`config.mk`:
```
export PLATFORM = sky130hd
export DESIGN_NAME = seven_segment_mux
export DESIGN_NICKNAME = d
export VERILOG_FILES = /design/src/rtl/seven_segment_mux.sv
export SDC_FILE = /design/constraint.sdc
export NUM_CORES = 1
export LEC_CHECK = 0
export ABC_CLOCK_PERIOD_IN_PS = 2880
export BUFFER_PORTS_ARGS = -buffer_cell sky130_fd_sc_hd__buf_2
export CORE_ASPECT_RATIO = 0.7
export CORE_MARGIN = 3
export CORE_UTILIZATION = 45
export DETAILED_ROUTE_END_ITERATION = 16
export PLACE_DENSITY_LB_ADDON = 0.1
export SKIP_LAST_GASP = 1
export SLEW_MARGIN = 30
export SYNTH_ARGS = -nofsm -noshare
export SYNTH_HDL_FRONTEND = slang
export SYNTH_SLANG_ARGS = --single-unit
export TNS_END_PERCENT = 1
```
`constraint.sdc`:
```
create_clock -name clk -period 2.88 [get_ports clk]
set_clock_uncertainty 0.1 [all_clocks]
set_input_delay 0.144 -clock clk [delete_from_list [all_inputs] [get_ports clk]]
set_output_delay 0.144 -clock clk [all_outputs]
set_load 0.03 [all_outputs]
```
`src/rtl/seven_segment_mux.sv`:
```
// seven_segment_mux
//   Time-multiplexed driver for a common-anode hex display of DIGITS digits.
//   Each digit gets a slot of REFRESH_DIV clock cycles. The first GHOST cycles
//   of every slot keep all anodes dark so the previous digit's segments cannot
//   bleed into the next one. New data is staged in a pending register and
//   promoted to the display register only at the end of a frame, so one scan
//   never mixes old and new digits.
//
// Ports
//   clk    in   single clock, rising edge
//   rst    in   synchronous active-high reset
//   value  in   [4*DIGITS] hex nibbles, nibble i -> digit i (digit 0 = LSD)
//   dp     in   [DIGITS] decimal-point request per digit
//   load   in   one-cycle strobe capturing value/dp
//   blank  in   level, forces all anodes/segments off while high
//   seg    out  [7] active-low segments, bit0=a .. bit6=g
//   dp_n   out  active-low decimal point
//   an     out  [DIGITS] active-low anode enables, bit i -> digit i
//   frame  out  one-cycle pulse on the last cycle of digit DIGITS-1's slot

module seven_segment_mux #(
  parameter int DIGITS      = 4,
  parameter int REFRESH_DIV = 100000,
  parameter int GHOST       = 2,
  parameter int LZ_BLANK    = 1
) (
  input  logic                  clk,
  input  logic                  rst,
  input  logic [4*DIGITS-1:0]   value,
  input  logic [DIGITS-1:0]     dp,
  input  logic                  load,
  input  logic                  blank,
  output logic [6:0]            seg,
  output logic                  dp_n,
  output logic [DIGITS-1:0]     an,
  output logic                  frame
);

  localparam int CNT_W = (REFRESH_DIV > 1) ? $clog2(REFRESH_DIV) : 1;
  localparam int IDX_W = (DIGITS > 1) ? $clog2(DIGITS) : 1;

  localparam logic [CNT_W-1:0] CNT_LAST  = CNT_W'(REFRESH_DIV - 1);
  localparam logic [IDX_W-1:0] IDX_LAST  = IDX_W'(DIGITS - 1);
  localparam logic [CNT_W-1:0] GHOST_END = CNT_W'(GHOST);

  logic [CNT_W-1:0]    cnt_q, cnt_d;
  logic [IDX_W-1:0]    idx_q, idx_d;
  logic                pend_flag_q, pend_flag_d;
  logic [4*DIGITS-1:0] pend_val_q, pend_val_d;
  logic [DIGITS-1:0]   pend_dp_q, pend_dp_d;
  logic [4*DIGITS-1:0] disp_val_q, disp_val_d;
  logic [DIGITS-1:0]   disp_dp_q, disp_dp_d;
  logic [6:0]          seg_q, seg_d;
  logic                dp_n_q, dp_n_d;
  logic [DIGITS-1:0]   an_q, an_d;
  logic                frame_q, frame_d;

  logic                frame_cond;
  logic [3:0]          cur_nib;
  logic                cur_dp;
  logic                cur_lz;
  logic [DIGITS-1:0]   hi_zero;
  logic                zero_run;

  function automatic logic [6:0] hex_glyph(input logic [3:0] nib);
    logic [6:0] g;
    case (nib)
      4'h0: g = 7'b1000000;
      4'h1: g = 7'b1111001;
      4'h2: g = 7'b0100100;
      4'h3: g = 7'b0110000;
      4'h4: g = 7'b0011001;
      4'h5: g = 7'b0010010;
      4'h6: g = 7'b0000010;
      4'h7: g = 7'b1111000;
      4'h8: g = 7'b0000000;
      4'h9: g = 7'b0010000;
      4'hA: g = 7'b0001000;
      4'hB: g = 7'b0000011;
      4'hC: g = 7'b1000110;
      4'hD: g = 7'b0100001;
      4'hE: g = 7'b0000110;
      default: g = 7'b0001110;
    endcase
    return g;
  endfunction

  // Scan counters
  always_comb begin
    frame_cond = (cnt_q == CNT_LAST) && (idx_q == IDX_LAST);
    cnt_d      = cnt_q + 1'b1;
    idx_d      = idx_q;
    if (cnt_q == CNT_LAST) begin
      cnt_d = '0;
      idx_d = (idx_q == IDX_LAST) ? '0 : idx_q + 1'b1;
    end
  end

  // Pending/display registers. Promotion happens only on the frame cycle; a
  // load on that same cycle bypasses pending so it is not delayed a frame.
  always_comb begin
    pend_flag_d = pend_flag_q;
    pend_val_d  = pend_val_q;
    pend_dp_d   = pend_dp_q;
    disp_val_d  = disp_val_q;
    disp_dp_d   = disp_dp_q;
    if (load && frame_cond) begin
      disp_val_d  = value;
      disp_dp_d   = dp;
      pend_flag_d = 1'b0;
    end else if (frame_cond) begin
      // Pending contents may be stale after a bypass load, so only the flag
      // authorises a copy.
      if (pend_flag_q) begin
        disp_val_d = pend_val_q;
        disp_dp_d  = pend_dp_q;
      end
      pend_flag_d = 1'b0;
    end else if (load) begin
      pend_val_d  = value;
      pend_dp_d   = dp;
      pend_flag_d = 1'b1;
    end
  end

  // Digit select and leading-zero detection. hi_zero[i] is set when nibble i
  // and every nibble above it are zero.
  always_comb begin
    zero_run = 1'b1;
    hi_zero  = '0;
    for (int i = DIGITS - 1; i >= 0; i--) begin
      zero_run   = zero_run & (disp_val_q[4*i +: 4] == 4'h0);
      hi_zero[i] = zero_run;
    end
    cur_nib = 4'h0;
    cur_dp  = 1'b0;
    cur_lz  = 1'b0;
    for (int i = 0; i < DIGITS; i++) begin
      if (idx_q == IDX_W'(i)) begin
        cur_nib = disp_val_q[4*i +: 4];
        cur_dp  = disp_dp_q[i];
        cur_lz  = (LZ_BLANK != 0) && (i != 0) && hi_zero[i];
      end
    end
  end

  // Pin drive, registered one cycle behind the counter state
  always_comb begin
    seg_d   = 7'h7F;
    dp_n_d  = 1'b1;
    an_d    = '1;
    frame_d = frame_cond;
    if (!blank && (cnt_q >= GHOST_END)) begin
      an_d   = ~(DIGITS'(1) << idx_q);
      seg_d  = cur_lz ? 7'h7F : hex_glyph(cur_nib);
      dp_n_d = ~cur_dp;
    end
  end

  always_ff @(posedge clk) begin
    if (rst) begin
      cnt_q       <= '0;
      idx_q       <= '0;
      pend_flag_q <= 1'b0;
      pend_val_q  <= '0;
      pend_dp_q   <= '0;
      disp_val_q  <= '0;
      disp_dp_q   <= '0;
      seg_q       <= 7'h7F;
      dp_n_q      <= 1'b1;
      an_q        <= '1;
      frame_q     <= 1'b0;
    end else begin
      cnt_q       <= cnt_d;
      idx_q       <= idx_d;
      pend_flag_q <= pend_flag_d;
      pend_val_q  <= pend_val_d;
      pend_dp_q   <= pend_dp_d;
      disp_val_q  <= disp_val_d;
      disp_dp_q   <= disp_dp_d;
      seg_q       <= seg_d;
      dp_n_q      <= dp_n_d;
      an_q        <= an_d;
      frame_q     <= frame_d;
    end
  end

  assign seg   = seg_q;
  assign dp_n  = dp_n_q;
  assign an    = an_q;
  assign frame = frame_q;

endmodule
```
# Yosys cells after proc, flatten, opt, wreduce, memory -nomap -nowiden
# Memories as Yosys holds them, arrays and structs flattened. A register that Yosys moved wholly into a read port is not among the register bits.
# Index checks and enable logic that the tools add are counted.
# word_totals
reg_bits	66
mem_bits_ro	112
in_bits	24
output_inout_bits	13
n_memories	1
# classes
add_sub_neg	2
magnitude_cmp	1
n_eq_ne	4
shifts	1
n_mux	18
bitwise_logic	7
reduce_logical	16
# mem_list
name	words	word_bits	read_ports	rd_clocked_by_memory_dff	wr	line	text
(no name shown)	16	7	1	1	0	67	case (nib)
# op_table
operator	n
$mux W16	3
$mux W4	7
$add A17 B1 Y17 const B	1
$eq A17 B17 Y1 const B	1
$ge A17 B2 Y1 const B	1
$logic_not A4 Y1	3
$mux W1	7
$reduce_or A3 Y1	2
$eq A2 B2 Y1 const B	2
$not A1 Y1	4
$not A4 Y4	1
$reduce_bool A2 Y1	2
$reduce_or A2 Y1	2
$shl A1 B2 Y4 const A	1
$logic_and A1 B1 Y1	3
$reduce_and A3 Y1	1
$add A2 B1 Y2 const B	1
$and A1 B1 Y1	2
$eq A2 B1 Y1 const B	1
$logic_not A2 Y1	1
$mux W2	1
$reduce_and A2 Y1	1
$logic_not A1 Y1	1

# Depth between registers and ports, before layout
# depth
word_depth	7
mapped_depth	11
ltp_nobuf	10

# Worst setup path before layout
# No wires, ideal clock.
# synth_path
kind	reg2reg
start	register idx_q[0]
end	register seg_q[1] (netlist: seg[1])
setup_ns	0.141
arrival_time_ns	2.054
t_required_ns	2.639
path_slack_ns	0.585
path_stages_with_launch	10
path_buffers	2
synth_period_minus_slack_ns	2.295
path_cell_list	dfxtp_1 > ha_1 > buf_6 > clkbuf_8 > nor2b_1 > a211oi_1 > inv_1 > ha_1 > o21ai_0 > o221ai_1
# synth_between
elab_chain_cells	5
# synth_lines
element	line	text
start: declaration	47	logic [IDX_W-1:0] idx_q, idx_d;
start signal: assignment	175	idx_q <= idx_d;
$eq A2 B1 Y1 or $logic_not A2 Y1 (tied branches)	139	if (idx_q == IDX_W'(i)) begin
$mux W1 or $mux W4 (tied branches) (3 in series)	139	
$reduce_or A3 Y1 (no source line) or $mux W4 (tied branches)	--	
end: declaration	53	logic [6:0] seg_q, seg_d;
# Parallel ways exist; a longest one is shown, timed or not.
# A chain may end at the register's enable or synchronous reset.

# Worst setup path after layout
# layout_path
start	register idx_q[0]
end	register seg_q[6] (netlist: seg[6])
# The elaborated chain is that of the path after synthesis.

==> flow_summary.yaml <==
clocking:
  cts_tree: "done"
  htreeDepth: 3
  clk_pin_slew_ns: 0.06
  cts_setup_buffers: 0
  ctsRootBufferMaster: "clkbuf_16"
  clockBufferDepth: 2
  clkLatencyLatePin_ns: 0.33
  cts.sinks: 73
  ctsResizeCount: 0
  cts_buffers: 9
floorplan:
  die_w_um: 112
  num_rows: 26
  ios: 37
  core_mm2: 0.00748
  initial_core_util_pct: 47.4
  die_area_mm2: 0.00900
  die_h_um: 80.3
drt:
  drtIter0Drc: 155
  wl_met3_um: 351
  num_vias: 2851
  dr.max_layer_used: "met4"
  wire_per_inst_um: 14.2
  wl_um: 7720
  ant_nets: 0
  wl_met1_um: 4100
  route.met2.wl_um: 3260
  drtPass1Iterations: 4
  post_drt_via_cell_ratio: 5.26
  drc: 0
finish:
  num_antenna_cells: 0
  layout-drive-gt1-share_pct: 17.8
  syn2layout_area_growth_pct: 20.0
  nets: 475
  final_util_pct: 56.9
sta:
  final.min_clock_period_ns: 2.56
  tightest_slew_ns: 0.599
  fin_crit_sh_pct: 88.9
  rsz0062_at_grt: "false"
  fmax_mhz: 391
  timing.final.max_slew_violations: 0
  setup_violations: 0
  tns_ns: 0
  hold_viol: 0
  relSlewSlack_pct: 60.0
global_routing:
  antenna_found_initial: 0
  grt_max_degree: 47
  grt_pass1_vias: 2588
  grt_overflow: 0
  grt_pass1_wl_um: 13000
  grt_usage_pct: 18.0
synth:
  synth_top_cell_area_share_pct: 41.2
  synth_area_leaders: "dfxtp_1 41%, nor2_1 6.8%, mux2i_1 6.5%"
  synth_cell_types: 53
  yosys_warnings: 0
  synth_cells: 388
  synth_enable_flop_cells: 0
  synth-main-ff-cell: "dfxtp_1"
  yosys_register_bits: 73
  synth_area_mm2: 0.00355
  synth-async-reset-ratio_pct: 0
  synth.largest_area_cell: "dfxtp_1"
  yosysSeqAreaShare_pct: 41.2
  syn-num-nets: 424
  avgSynthCellArea_um2: 9.15
critical_path:
  worstPathRequired_ns: 2.97
  endpoint_kind: "register"
  startpoint_type: "register"
  cp_max_fo: 12
  critPathArrivalTime_ns: 2.65
  crit_type: "reg -> reg"
worst_hold_path:
  hold_class: "in -> reg"
outcome:
  run_status: "finished clean"
placement:
  port_buffers: 36
  dp_hpwl_um: 5200
  routabilityCongestion: 0.768
run:
  maxCapViolations: 0
pwr:
  power.density_mw_per_mm2: 576
  p_leak_uw: 0.00169
  vdd_drop_max_mv: 0.406
-- sequential cells by signal (all words and copies together), names as in the netlist --
| register | cells |
|---|---|
| pend_flag_q | 1 |
| an | 4 |
| pend_dp_q | 4 |
| pend_val_q | 16 |
| disp_dp_q | 4 |
| cnt_q | 17 |
| seg | 7 |
| dp_n | 1 |
| idx_q | 2 |
| frame | 1 |
| disp_val_q | 16 |
-- Yosys cell counts, types with 4 or more instances --
master / number
dfxtp_1: 73
nor2_1: 64
nand2_1: 42
mux2i_1: 23
a22oi_1: 17
o21ai_0: 16
ha_1: 12
a21oi_1: 9
nand3_1: 9
a22o_1: 8
inv_1: 8
xnor2_1: 8
buf_6: 7
xor2_1: 7
a211oi_1: 5
clkbuf_1: 5
nor2b_1: 5
o221ai_1: 5
a22oi_2: 4
buf_2: 4
nand3b_1: 4
nor3_1: 4
nor3b_1: 4
-- power by group --
part | internal (uW) | total [uW] | leakage (uW) | switching, uW
clock | 802 | 1220 | 0.000162 | 420
combinational | 80.5 | 174 | 0.000931 | 93.2
sequential | 1040 | 1050 | 0.000594 | 16.2
-- metrics by stage --
stage	power, uW	worst slack [ns]	area (um2)	hold slack, ns	std cells
finish	2450	0.321	4260	0.126	542
global route	2550	0.111	4260	0.140	542
CTS	2480	0.364	4260	0.109	542
detailed placement	1230	0.389	3710	0.293	504
global placement	1220	0.420	3710	0.289	504
floorplan	1190	0.585	3550	0.161	388
-- critical path, cell delays in order, from the launching register on --
cell	delay (ns)
dfxtp_1	0.38
inv_1	0.10
ha_1	0.35
a21oi_1	0.17
o21ai_0	0.10
a22oi_1	0.45
inv_1	0.20
ha_1	0.29
mux2i_1	0.14
o221ai_1	0.12
-- final timing paths --
kind,start,end,slack (ns),cells after the start
max reg2reg,idx_q[0]$_SDFFE_PP0N_,seg[6]$_SDFF_PP1_,0.32,9
min,rst,seg[3]$_SDFF_PP1_,0.13,4
max,idx_q[0]$_SDFFE_PP0N_,seg[6]$_SDFF_PP1_,0.32,9
min reg2reg,pend_val_q[14]$_SDFFE_PP0P_,pend_val_q[14]$_SDFFE_PP0P_,0.39,2
-- cells by family (layout without fill, tap and decap cells) --
| kind of cell | count (synthesis) | in the layout | synth area share, % |
|---|---|---|---|
| adders and majority gates | 12 | 12 | 4.23 |
| DFF | 73 | 73 | 41.2 |
| muxes | 23 | 23 | 6.49 |
| and+or+nand+nor | 159 | 159 | 22.0 |
| AOI/OAI and AO/OA | 73 | 73 | 16.0 |
| xor gates and xnor gates | 15 | 15 | 3.70 |
| buffers and inverters | 33 | 89 | 6.42 |
-- cell type report --
| type | count | area, um2 |
|---|---|---|
| inverter | 8 | 30.0 |
| sequential | 73 | 1460 |
| timing repair buffer | 65 | 453 |
| tap | 98 | 123 |
| multi-input combinational | 282 | 1860 |
| clock inverter | 5 | 77.6 |
| fill | 698 | 3230 |
| clock buffer | 11 | 253 |
-- cell usage in the layout (no fill, tap or decap), types with 9 or more instances in the layout --
master	synthesis	routed
o21ai_0	16	16
clkbuf_16	0	9
nand3_1	9	9
nand2_1	42	42
dlygate4sd3_1	0	22
ha_1	12	12
nor2_1	64	64
a22oi_1	17	17
a21oi_1	9	9
dfxtp_1	73	73
mux2i_1	23	23
buf_2	4	36
-- repair_timing --
item / 4_1_cts / 5_1_grt
setup endpoints to repair: 0 / 0
hold buffers: 22 / 0
hold endpoints to repair: 25 / 0
-- metal layers --
layer | track usage, % | up-vias
met3 | 6.70 | 4
li1 | - | 1456
met5 | 0 | -
met4 | 3.24 | 0
met2 | 26.4 | 60
met1 | 25.5 | 1331
Power figures use the tool's default switching activity.
